$ cat src/rtl/debug_bus_master.sv
// debug_bus_master: byte-stream command decoder driving a 32-bit word bus and returning response bytes.
// Ports: clk, reset (async, active-high);
//        rx_data/rx_valid/rx_ready  command bytes in (0x01 read, 0x02 write, then addr LSB-first, then wdata for writes);
//        tx_data/tx_valid/tx_ready  response bytes out (read data LSB-first, 0xAA write ack, 0xEE timeout);
//        mem_valid/mem_addr/mem_wdata/mem_wstrb/mem_ready/mem_rdata  bus request and completion;
//        busy  high whenever a command is in progress.
module debug_bus_master #(
   parameter int TIMEOUT = 255
) (
   input  logic        clk,
   input  logic        reset,
   input  logic [7:0]  rx_data,
   input  logic        rx_valid,
   output logic        rx_ready,
   output logic [7:0]  tx_data,
   output logic        tx_valid,
   input  logic        tx_ready,
   output logic        mem_valid,
   output logic [31:0] mem_addr,
   output logic [31:0] mem_wdata,
   output logic [3:0]  mem_wstrb,
   input  logic        mem_ready,
   input  logic [31:0] mem_rdata,
   output logic        busy
);
   typedef enum logic [2:0] {IDLE, ADDR, WDATA, BUS, RESP} state_t;
   state_t      state_q, state_d;
   logic        wr_q, wr_d, err_q, err_d;
   logic [1:0]  cnt_q, cnt_d;
   logic [7:0]  wait_q, wait_d;
   logic [31:0] addr_q, addr_d, wdata_q, wdata_d, rdata_q, rdata_d;
   logic        rx_ready_q, tx_valid_q, mem_valid_q, busy_q;
   logic        rx_fire, tx_fire, last_tx;
   always_comb begin
      state_d = state_q;
      wr_d    = wr_q;
      err_d   = err_q;
      cnt_d   = cnt_q;
      wait_d  = wait_q;
      addr_d  = addr_q;
      wdata_d = wdata_q;
      rdata_d = rdata_q;
      rx_fire = rx_valid && rx_ready_q;
      tx_fire = tx_valid_q && tx_ready;
      // write acks and timeout errors are a single byte; reads return four
      last_tx = err_q || wr_q || cnt_q == 2'd3;
      case (state_q)
         IDLE: if (rx_fire && (rx_data == 8'h01 || rx_data == 8'h02)) begin
            wr_d    = rx_data[1];
            err_d   = 1'b0;
            cnt_d   = 2'd0;
            state_d = ADDR;
         end
         ADDR: if (rx_fire) begin
            addr_d[{cnt_q, 3'b000} +: 8] = rx_data;
            cnt_d = cnt_q + 2'd1;
            if (cnt_q == 2'd3) begin
               state_d = wr_q ? WDATA : BUS;
               wait_d  = 8'd0;
            end
         end
         WDATA: if (rx_fire) begin
            wdata_d[{cnt_q, 3'b000} +: 8] = rx_data;
            cnt_d = cnt_q + 2'd1;
            if (cnt_q == 2'd3) begin
               state_d = BUS;
               wait_d  = 8'd0;
            end
         end
         // completion is checked before the timeout so a late ready still wins
         BUS: if (mem_ready) begin
            rdata_d = wr_q ? rdata_q : mem_rdata;
            cnt_d   = 2'd0;
            state_d = RESP;
         end else if (wait_q == 8'(TIMEOUT - 1)) begin
            err_d   = 1'b1;
            cnt_d   = 2'd0;
            state_d = RESP;
         end else begin
            wait_d = wait_q + 8'd1;
         end
         RESP: if (tx_fire) begin
            cnt_d   = last_tx ? 2'd0 : cnt_q + 2'd1;
            state_d = last_tx ? IDLE : RESP;
         end
         default: state_d = IDLE;
      endcase
   end
   always_ff @(posedge clk or posedge reset) begin
      if (reset) begin
         state_q     <= IDLE;
         wr_q        <= 1'b0;
         err_q       <= 1'b0;
         cnt_q       <= 2'd0;
         wait_q      <= 8'd0;
         addr_q      <= 32'd0;
         wdata_q     <= 32'd0;
         rdata_q     <= 32'd0;
         rx_ready_q  <= 1'b0;
         tx_valid_q  <= 1'b0;
         mem_valid_q <= 1'b0;
         busy_q      <= 1'b0;
      end else begin
         state_q     <= state_d;
         wr_q        <= wr_d;
         err_q       <= err_d;
         cnt_q       <= cnt_d;
         wait_q      <= wait_d;
         addr_q      <= addr_d;
         wdata_q     <= wdata_d;
         rdata_q     <= rdata_d;
         rx_ready_q  <= state_d inside {IDLE, ADDR, WDATA};
         tx_valid_q  <= state_d == RESP;
         mem_valid_q <= state_d == BUS;
         busy_q      <= state_d != IDLE;
      end
   end
   assign rx_ready  = rx_ready_q;
   assign tx_valid  = tx_valid_q;
   assign mem_valid = mem_valid_q;
   assign busy      = busy_q;
   assign mem_addr  = addr_q & 32'hFFFF_FFFC;
   assign mem_wstrb = {4{wr_q}};
   assign mem_wdata = wr_q ? wdata_q : 32'd0;
   assign tx_data   = !tx_valid_q ? 8'h00 : err_q ? 8'hEE : wr_q ? 8'hAA : rdata_q[{cnt_q, 3'b000} +: 8];
endmodule

$ cat config.mk
export PLATFORM = sky130hd
export DESIGN_NAME = debug_bus_master
export DESIGN_NICKNAME = d
export VERILOG_FILES = /design/src/rtl/debug_bus_master.sv
export SDC_FILE = /design/constraint.sdc
export NUM_CORES = 1
export LEC_CHECK = 0
export ABC_AREA = 1
export BUFFER_PORTS_ARGS = -buffer_cell sky130_fd_sc_hd__buf_2
export CAP_MARGIN = 20
export CORE_ASPECT_RATIO = 0.9
export CORE_MARGIN = 2
export CORE_UTILIZATION = 40
export CTS_CLUSTER_SIZE = 20
export DETAILED_ROUTE_END_ITERATION = 7
export PLACE_DENSITY = 0.73
export RECOVER_POWER = 50
export SLEW_MARGIN = 15
export SYNTH_ARGS = -nofsm -noshare
export SYNTH_HDL_FRONTEND = slang
export SYNTH_SLANG_ARGS = --single-unit
$ cat constraint.sdc
create_clock -name clk -period 5.6 [get_ports clk]
set_input_delay 1.68 -clock clk [delete_from_list [all_inputs] [get_ports clk]]
set_output_delay 1.68 -clock clk [all_outputs]
set_load 0.01 [all_outputs]
Yosys cells after proc, flatten, opt, wreduce, memory -nomap -nowiden --
Cells that the tools add are included.
Operators by class: shift-type cells 3, multiplexer cells 33, equal/unequal tests 20, add/sub/neg operators 3, bitwise gates (word level) 1, reduce and logical (&&, ||, !) cells 21
Operators by type and width (number):
- bitwise mux 32 bit | 2
- two-way mux 8 bit | 7
- two-way mux 32 bit | 1
- variable shift 8 x 7 -> 32 bit, first input constant | 1
- indexed part select 32 x 6 -> 8 bit | 1
- indexed part select 8 x 7 -> 32 bit | 1
- two-way mux 3 bit | 9
- one-hot mux 8 bit (2 select lines) | 1
- one-hot mux 3 bit (5 select lines) | 1
- equality test 3 x 2 -> 1 bit, second input constant | 4
- two-way mux 2 bit | 6
- inequality test 2 bit, second input constant | 5
- AND reduction 5 bit | 2
- adder 8 x 1 -> 8 bit, second input constant | 1
- equality test 8 x 1 -> 1 bit, second input constant | 1
- equality test 8 x 2 -> 1 bit, second input constant | 1
- equality test 8 bit, second input constant | 1
- one-hot mux 2 bit (4 select lines) | 1
- negation 5 -> 7 bit | 1
- equality test 3 x 1 -> 1 bit, second input constant | 2
- equality test 3 bit, second input constant | 2
- zero test 3 bit | 2
- AND reduction 2 bit | 3
- nonzero test 3 bit | 2
- 14 further kinds | 23
Word-level totals: word-level logic and storage cells 93, output and inout bits 80, bits of input ports 45, register bits 115

Logic depth before layout (Yosys ltp) --
Gate-level depths: netlist (run 1).
depth after elaboration 7, mapped depth 11

Least setup slack after synthesis (run 1) --
OpenSTA, ideal clock, no wires.
path kind register to output, start reg cnt_q[0], end out tx_data[0], buffers on the path 2, stages on the path, launching flop included 6, path slack 2.591 ns, arrival 1.329 ns, required time 3.920 ns, cell sequence dfrtp_1 buf_2 clkinv_1 buf_2 o21ai_0 a211oi_1
Between the ends: longest elaborated chain between the ends 4
RTL lines:
- start, declared | RTL line 29 | logic [1:0] cnt_q, cnt_d;
- start signal, assigned | RTL line 107 | cnt_q <= cnt_d;
- indexed part select 32 x 6 -> 8 bit | RTL line 125 | assign tx_data = !tx_valid_q ? 8'h00 : err_q ? 8'hEE : wr_q ? 8'hAA : rdata_q[{cnt_q, 3'b000} +: 8];
- two-way mux 8 bit (3 in series) | RTL line 125
- end, declared | RTL line 15 | output logic [7:0] tx_data,
No other way between the ends.

Worst setup path after layout (run 1) --
start reg cnt_q[0], end out tx_data[3]
The elaborated chain is that of the path after synthesis.

==> impl_metrics.toml, run 1 <==
[run_status]
outcome = "finished with violations"
violations = "max-capacitance violations, max-slew violations"

[floorplanning]
die_h_microns = 118
dieArea_sq_um = 15400
rows = 41
io_pins = 125
start_util = 0.411
die_w_microns = 131
core_area_sq_um = 14100

[pwr]
p_seq_frac = 0.430
p_per_area_nw_per_um2 = 276
p_clk_frac = 0.534
p_leak_nw = 3.96
p_comb_frac = 0.037
p_int_w = 0.00147
vdd_drop_max_uv = 204
power.share.switching = 0.232
switchingPower_w = 0.000445

[global_routing]
grt-ovfl-total = 0
grt_max_degree = 77
grt_pass1_vias = 4788
grt_pass1_wl_microns = 24000
grt_antenna_before_repair = 1
grtUsageTotal = 0.198

[worst_setup_path]
worstPathCellList = "clkinv_1 > o21ai_0 > o211ai_1 > nand2_1 > inv_1 > buf_2"
cp_num_buf_inv = 3
cp-end-kind = "output pin"
path_class = "reg -> out"
slowest_delay_ns = 0.93
crit_arrival_ns = 2.78
cp.required_ns = 3.92
critPathLaunchType = "register"
cp_slowest_cell = "dfrtp_1"
path_delay_family = "flip-flops"
path_max_fanout = 31

[cts]
h-tree-depth = 4
clk_pin_slew_ns = 0.05
cts_resized = 0
ctsHoldBuffers = 0
cts_buffers = 17
worst_skew_pair.late_latency_ns = 0.42
cts-root-buf = "clkbuf_16"
cts_tree = "done"
cts.sinks = 113
cts_setup_buffers = 0
clock_path_buffers = 2

[timing]
setup_viol = 0
tightest_slew_ns = 2.81
maxSlewHeadroom = -0.878
fmaxAchievable_mhz = 224
period_share = 0.796
drv_slew = 77
whs_ns = 0.469
tns_ns = 0
hold_violations = 0
clock_skew_ns = 0.00986
period_minus_slack_ns = 4.46
rsz0062_at_grt = "false"

[layout]
final_net_count = 912
area_delta_synth_final_pct = 20.1
drive_gt1_frac = 0.184
nFillCells = 1452
finish.utilization = 0.493

[drt]
drcViolationCount = 0
viasPerCell = 4.87
wl_microns = 14800
routedWlPerCell_microns = 13.8
drt-initial-drc-count = 339
drtAntennaViolNets = 0
num_vias = 5195
dr.pass1.iters = 5

[synth]
synth-async-reset-ratio = 1.00
synthCells = 750
synth.distinct_cells = 34
synth.avg_cell_area_sq_um = 7.69
yosysSeqAreaShare = 0.490
ys_warn_count = 0
synth_top_flop_cell = "dfrtp_1"
synth.cell_area_sq_um = 5770
synth_edf_count = 0
ys_ff_latch = 113

[placed_design]
hpwl_microns = 10400
gp_congestion = 0.855
port_buffers = 122

[job]
maxCapViolCount = 1

[min_path]
hp-class = "reg -> reg"
worst register-to-register path, stage by stage (launching register included):
cell	delay, ns
dfrtp_1	0.41
inv_2	0.11
nand3_4	0.14
inv_2	0.07
nand2_1	0.18
clkinvlp_2	0.76
nand2_1	1.42
nor2_1	0.14
a21oi_2	0.17
power by group through the flow:
stage / combinational, W / sequential [W] / clock [W]
6_report: 0.0000706 / 0.000822 / 0.00102
3_3_place_gp: 0.0000729 / 0.000837 / 0
4_1_cts: 0.0000736 / 0.000822 / 0.00104
5_1_grt: 0.0000797 / 0.000822 / 0.00108
2_1_floorplan: 0.0000392 / 0.000837 / 0
3_5_place_dp: 0.0000734 / 0.000837 / 0
kinds of logic (layout without fill, tap and decap cells):
| logic type | Yosys count | count (layout) | synth area share |
|---|---|---|---|
| fa+ha+maj | 7 | 7 | 0.0152 |
| buf+inv | 116 | 238 | 0.0891 |
| flops | 113 | 113 | 0.490 |
| other cells | 1 | 3 | 0.000650 |
| simple gates | 389 | 389 | 0.287 |
| compound gates | 121 | 121 | 0.113 |
| xor+xnor | 3 | 3 | 0.00455 |
metal layers:
metal,vias up,global-route usage,routed length (microns)
met5,-,0,0
met4,0,0.0572,165
met3,15,0.0505,1040
met2,201,0.299,6810
met1,2390,0.281,6740
li1,2589,-,-
cell usage after synthesis (2+ instances only):
master / instances / area share
clkinv_1: 2 / 0.0013
inv_1: 70 / 0.046
nand4_1: 5 / 0.0054
clkbuf_1: 9 / 0.0059
nor2_2: 13 / 0.014
buf_6: 4 / 0.0078
a21oi_2: 8 / 0.012
o21ai_0: 85 / 0.074
a21oi_1: 15 / 0.013
clkbuf_2: 2 / 0.0017
nor2_1: 50 / 0.033
nand2_1: 256 / 0.17
ha_1: 7 / 0.015
a211oi_1: 2 / 0.0026
o211ai_1: 4 / 0.0052
nand2_4: 2 / 0.0039
buf_2: 11 / 0.0095
nand3_1: 42 / 0.036
buf_4: 8 / 0.010
o21ai_1: 6 / 0.0052
nand3_2: 2 / 0.0035
nor3_1: 11 / 0.0095
inv_2: 9 / 0.0059
nor2_4: 4 / 0.0078
xnor2_1: 2 / 0.0030
dfrtp_1: 113 / 0.49
worst paths after layout:
path	slack [ns]	cells after the start	end	start
worst max-delay path	1.14	6	tx_data[3]	cnt_q[0]
worst min-delay path	0.47	2	rdata_q[31]	rdata_q[31]
worst max register to register	2.13	8	rdata_q[14]	state_q[2]
worst min register to register	0.47	2	rdata_q[31]	rdata_q[31]
max in group asynchronous	1.64	3	addr_q[14]	reset
min in group asynchronous	2.26	2	rdata_q[5]	reset
through the flow:
stage / instance area [sq um] / power [W] / cells / worst slack [ns]
floorplan: 5770 / 0.000877 / 751 / 0.933
global placement: 6440 / 0.000909 / 1034 / 1.75
detailed placement: 6440 / 0.000910 / 1034 / 1.65
CTS: 7010 / 0.00193 / 1066 / 1.15
global route: 6930 / 0.00198 / 1067 / 0.838
finish: 6930 / 0.00191 / 1067 / 1.14
cell type report:
cell class | count | area [sq um] | area share
Multi-Input combinational cell | 522 | 2390 | 0.345
Antenna cell | 1 | 2.50 | 0.000361
Timing Repair Buffer | 124 | 591 | 0.0852
Tap cell | 193 | 241 | 0.0349
Clock inverter | 13 | 113 | 0.0163
Sequential cell | 113 | 2830 | 0.408
Clock buffer | 19 | 453 | 0.0654
Inverter | 82 | 309 | 0.0446
placed cells by master, fill, tap and decap left out, types with 3 or more instances in the layout:
cell type   Yosys  final
nand2_1       256    258
dfrtp_1       113    113
buf_2          11     94
o21ai_0        85     85
inv_1          70     70
nor2_1         50     53
nand3_1        42     42
clkbuf_1        9     28
a21oi_1        15     18
clkbuf_16       0     17
nor3_1         11     11
nor2_2         13     10
inv_2           9      9
ha_1            7      7
o21ai_1         6      6
nand4_1         5      6
a21oi_2         8      5
clkinv_2        0      5
nor2_4          4      4
o211ai_1        4      4
clkinvlp_4      0      3
clkinv_4        0      3
flip-flops by register name, summed over array words and instances (netlist names), 2 cells and up:
name	cells
rdata_q	32
wdata_q	32
addr_q	30
wait_q	8
state_q	3
cnt_q	2
Power figures use the tool's default switching activity.
==> inputs of run 2 (changes only) <==
Settings changed: PLACE_DENSITY 0.73 to 0.75.
Clock period 5.6 ns to 3.7 ns, I/O delays scaled along.
==> run 2 against run 1 <==
Net effect:
- the run still ends with max-capacitance violations, max-slew violations left
- sequential power increased by 51%
- die area unchanged
- final area increased by 1.0%
- critical endpoint is now tx_data[4]
- largest cell class unchanged
- largest power group unchanged
- highest routed layer unchanged
==> impl_metrics.toml, run 2 (synthesis gave the netlist of run 1 again) <==
[run_status]
outcome = "finished with violations"
violations = "max-capacitance violations, max-slew violations"

[cts]
cts_buffers = 17
ctsHoldBuffers = 0
h-tree-depth = 4
cts-root-buf = "clkbuf_16"
worst_skew_pair.late_latency_ns = 0.42
clock_path_buffers = 2
cts.sinks = 113
clk_pin_slew_ns = 0.05
cts_tree = "done"
cts_setup_buffers = 0
cts_resized = 0

[floorplanning]
dieArea_sq_um = 15400
die_h_microns = 118
die_w_microns = 131
rows = 41
start_util = 0.411
core_area_sq_um = 14100
io_pins = 125

[placed_design]
hpwl_microns = 10700
port_buffers = 122
pre_cts_slack_ns = 0.962
gp_congestion = 0.831

[worst_setup_path]
cp-end-kind = "output pin"
critPathLaunchType = "register"
crit_arrival_ns = 2.04
path_max_fanout = 19
cp.required_ns = 2.59
path_class = "reg -> out"

[pwr]
p_comb_frac = 0.036
power.share.switching = 0.218
switchingPower_w = 0.000652
total_power_w = 0.00299
vdd_drop_max_uv = 391
p_int_w = 0.00234
p_per_area_nw_per_um2 = 427
p_leak_nw = 4.11
p_seq_frac = 0.417
p_clk_frac = 0.548

[global_routing]
grt_pass1_vias = 4858
grt_pass1_wl_microns = 24600
grtUsageTotal = 0.204
grt_antenna_before_repair = 0
grt-ovfl-total = 0
grt_max_degree = 54

[layout]
final_net_count = 914
n_antenna_cell = 0
area_delta_synth_final_pct = 21.3
nFillCells = 1391
layout_common_cells = "258 x nand2_1, 122 x buf_2, 113 x dfrtp_1"
final_common_cell = "nand2_1"
largestRegisters = "rdata_q x32, wdata_q x32, addr_q x30"
drive_gt1_frac = 0.219

[timing]
fin_ws_ns = 0.545
fmaxAchievable_mhz = 317
tightest_slew_ns = 1.57
drv_slew = 41
period_share = 0.853
tns_ns = 0
period_minus_slack_ns = 3.15
setup_viol = 0
rsz0062_at_grt = "false"
hold_violations = 0
clock_skew_ns = 0.00615
maxSlewHeadroom = -0.0509

[drt]
drtAntennaViolNets = 0
num_vias = 5304
viasPerCell = 4.97
drcViolationCount = 0
routedWlPerCell_microns = 14.1
dr.pass1.iters = 5
wl_microns = 15100
drt-initial-drc-count = 337

[min_path]
hp-class = "reg -> reg"

[job]
maxCapViolCount = 1
[run 2: cell count changes in the layout (fill, tap and decap cells not counted), sizes merged]
cell and delta:
buf +28, clkbuf -25, bufinv +2, clkinv -1, clkinvlp -1, diode -1, inv -1
[run 2: final cells by class]
cell class | instances | area, sq um | share of cell area
clock buffer | 20 | 447 | 0.0638
clock inverter | 12 | 140 | 0.0200
inverter | 82 | 312 | 0.0445
multi-input combinational | 522 | 2400 | 0.343
sequential | 113 | 2830 | 0.404
tap | 193 | 241 | 0.0345
timing repair buffer | 126 | 636 | 0.0908
[run 2: path summary, 6_finish.rpt]
| check | start | endpoint | slack (ns) | cells past startpoint |
|---|---|---|---|---|
| setup / recovery | cnt_q[1] | tx_data[4] | 0.55 | 5 |
| hold / removal | rdata_q[28] | rdata_q[28] | 0.47 | 2 |
| setup reg to reg | state_q[2] | rdata_q[3] | 0.55 | 8 |
| hold reg to reg | rdata_q[28] | rdata_q[28] | 0.47 | 2 |
| max in group asynchronous | reset | wdata_q[7] | 1.36 | 3 |
| min in group asynchronous | reset | addr_q[5] | 0.70 | 2 |
[run 2: metrics by stage]
| step | cell area (sq um) | std cells | hold WS [ns] | utilization |
|---|---|---|---|---|
| 6_report | 7000 | 1068 | 0.473 | 0.498 |
| 5_1_grt | 7000 | 1068 | 0.488 | 0.498 |
| 4_1_cts | 7040 | 1068 | 0.476 | 0.501 |
| 3_5_place_dp | 6460 | 1036 | 0.463 | 0.459 |
| 3_3_place_gp | 6460 | 1036 | 0.457 | 0.459 |
| 2_1_floorplan | 5780 | 751 | 0.437 | - |
[run 2: metal layers]
metal,global-route usage,vias to the layer above,part of all wire
li1,-,2591,-
met1,0.284,2475,0.45
met2,0.306,217,0.46
met3,0.0527,21,0.073
met4,0.0711,0,0.017
met5,0,-,0
[run 2: power groups by stage]
| stage | Sequential, W | Clock, W | Combinational, W |
|---|---|---|---|
| global placement | 0.00127 | 0 | 0.000110 |
| global route | 0.00124 | 0.00171 | 0.000122 |
| finish | 0.00124 | 0.00164 | 0.000107 |
| floorplan | 0.00127 | 0 | 0.0000595 |
| detailed placement | 0.00127 | 0 | 0.000111 |
| CTS | 0.00124 | 0.00166 | 0.000111 |
[run 2: critical path: stages (launching register included)]
cell,delay [ns]
dfrtp_1,0.69
inv_1,0.20
nor2_1,0.13
o21ai_0,0.08
a211oi_1,0.33
buf_2,0.19
==> inputs of run 3 (changes only) <==
Settings changed: PLACE_DENSITY 0.75 to 0.73.
Clock period 3.7 ns to 3.6 ns, I/O delays scaled along.
==> run 3 against run 2 <==
Net effect:
- the run still ends with max-capacitance violations, max-slew violations left
- wire length is 0.84% lower
- final cell count is the same
- global-route usage is 0.33 points lower
- largest power group unchanged
- largest cell class unchanged
- critical path type unchanged
- via count shrank 2.1%
- flip-flop and latch count is the same
- combinational power is 4% higher
- clock power rose by 6%
- sequential power rose by 3%
- worst hold slack worse by 0.0021 ns
- die area unchanged
==> impl_metrics.toml, run 3 (synthesis gave the netlist of run 1 again) <==
[cts]
h-tree-depth = 4
cts_tree = "done"
clk_pin_slew_ns = 0.05
clock_path_buffers = 2
cts_buffers = 17
cts_resized = 0
cts-root-buf = "clkbuf_16"
cts.sinks = 113
cts_setup_buffers = 0
ctsHoldBuffers = 0
worst_skew_pair.late_latency_ns = 0.41

[min_path]
hp-class = "reg -> reg"
min-delay-start = "rdata_q[30]"

[layout]
nFillCells = 1411
final_net_count = 914
final_common_cell = "nand2_1"
fin_area_sq_um = 7040
area_delta_synth_final_pct = 22.0
n_antenna_cell = 0
drive_gt1_frac = 0.221
layout_common_cells = "257 x nand2_1, 122 x buf_2, 113 x dfrtp_1"
largestRegisters = "rdata_q x32, wdata_q x32, addr_q x30"

[drt]
drtAntennaViolNets = 0
wl_microns = 14900
drcViolationCount = 0
viasPerCell = 4.86
dr.pass1.iters = 4
routedWlPerCell_microns = 14.0
drt-initial-drc-count = 384
num_vias = 5192

[global_routing]
grt_max_degree = 64
grt_pass1_wl_microns = 24200
grtUsageTotal = 0.200
grt_antenna_before_repair = 0
grt-ovfl-total = 0
grt_pass1_vias = 4833

[worst_setup_path]
ff2ff_setup_slack_ns = 0.54
cp-endpoint = "tx_data[4]"
critPathLaunchType = "register"
cp_num_buf_inv = 2
rr_worst_depth = 8
cp_slowest_cell = "dfrtp_1"
cp_num_cells = 5
slowest_delay_ns = 0.70
path_delay_family = "flip-flops"
worstPathCellList = "inv_1 > nor2_1 > o21ai_0 > a211oi_1 > buf_2"
crit_arrival_ns = 2.01
path_max_fanout = 19
reg2reg_from = "state_q[2]"
rr_endpoint = "rdata_q[12]"
critPathLaunch = "cnt_q[1]"
cp.required_ns = 2.52
cp-end-kind = "output pin"
path_class = "reg -> out"

[pwr]
vdd_drop_max_uv = 318
total_power_w = 0.00313
p_leak_nw = 4.12
p_per_area_nw_per_um2 = 445

[placed_design]
hpwl_microns = 10600
gp_congestion = 0.892
place_area_sq_um = 6470
port_buffers = 122

[timing]
fmaxAchievable_mhz = 324
period_minus_slack_ns = 3.09
tightest_slew_ns = 1.69
period_share = 0.858
clock_skew_ns = 0.00754
tns_ns = 0
setup_viol = 0
maxSlewHeadroom = -0.127
whs_ns = 0.471
hold_violations = 0
drv_slew = 138
rsz0062_at_grt = "false"

[run_status]
violations = "max-capacitance violations, max-slew violations"
outcome = "finished with violations"

[floorplanning]
io_pins = 125
die_w_microns = 131
start_util = 0.411
die_h_microns = 118
core_area_sq_um = 14100
rows = 41
dieArea_sq_um = 15400

[job]
maxCapViolCount = 3
==> run 3: changes by cell type in the layout (fill, tap and decap cells not counted), sizes merged <==
cell | before | now
clkbuf | 22 | 25
clkinv | 9 | 6
==> run 3: worst min path at each step <==
| stage | endpoint | slack (ns) | cells past startpoint |
|---|---|---|---|
| floorplan | rdata_q[15] | 0.44 | 2 |
| global placement | rdata_q[15] | 0.45 | 2 |
| detailed placement | rdata_q[29] | 0.46 | 2 |
| CTS | rdata_q[29] | 0.47 | 2 |
| global route | rdata_q[29] | 0.49 | 2 |
| finish | rdata_q[30] | 0.47 | 2 |
==> run 3: final cells by class <==
type / count / area, sq um / area share
clock buffer: 23 / 488 / 0.0693
tap: 193 / 241 / 0.0343
multi-input combinational: 522 / 2410 / 0.342
sequential: 113 / 2830 / 0.402
inverter: 82 / 312 / 0.0443
timing repair buffer: 126 / 634 / 0.0901
clock inverter: 9 / 129 / 0.0183
==> run 3: through the flow <==
stage	utilization	cells	setup WS [ns]
after global placement	0.460	1036	0.989
after detailed placement	0.460	1036	0.915
after floorplan	-	751	1.15
final	0.501	1068	0.512
after global routing	0.501	1068	0.208
after CTS	0.504	1068	0.478
==> run 3: worst register-to-register path, stage by stage (launching register included) <==
cell     delay [ns]
dfrtp_1        0.40
inv_1          0.16
nand3_1        0.33
inv_1          0.26
nand2_4        0.10
inv_4          0.21
nand2_1        0.95
nor2_2         0.43
a21oi_2        0.04
==> run 3: per-layer routing <==
| layer | part of all wire | track usage |
|---|---|---|
| met1 | 0.47 | 0.283 |
| met2 | 0.46 | 0.309 |
| met3 | 0.064 | 0.0500 |
| met4 | 0.0055 | 0.0479 |
| met5 | 0 | 0 |
==> run 3: power breakdown <==
group | leakage (nW) | total (W) | internal, W | switching (W)
logic | 2.29 | 0.000111 | 0.0000298 | 0.0000808
registers | 1.53 | 0.00128 | 0.00128 | 0.00000312
clock network | 0.299 | 0.00174 | 0.00116 | 0.000587
total | 4.12 | 0.00313 | 0.00246 | 0.000671
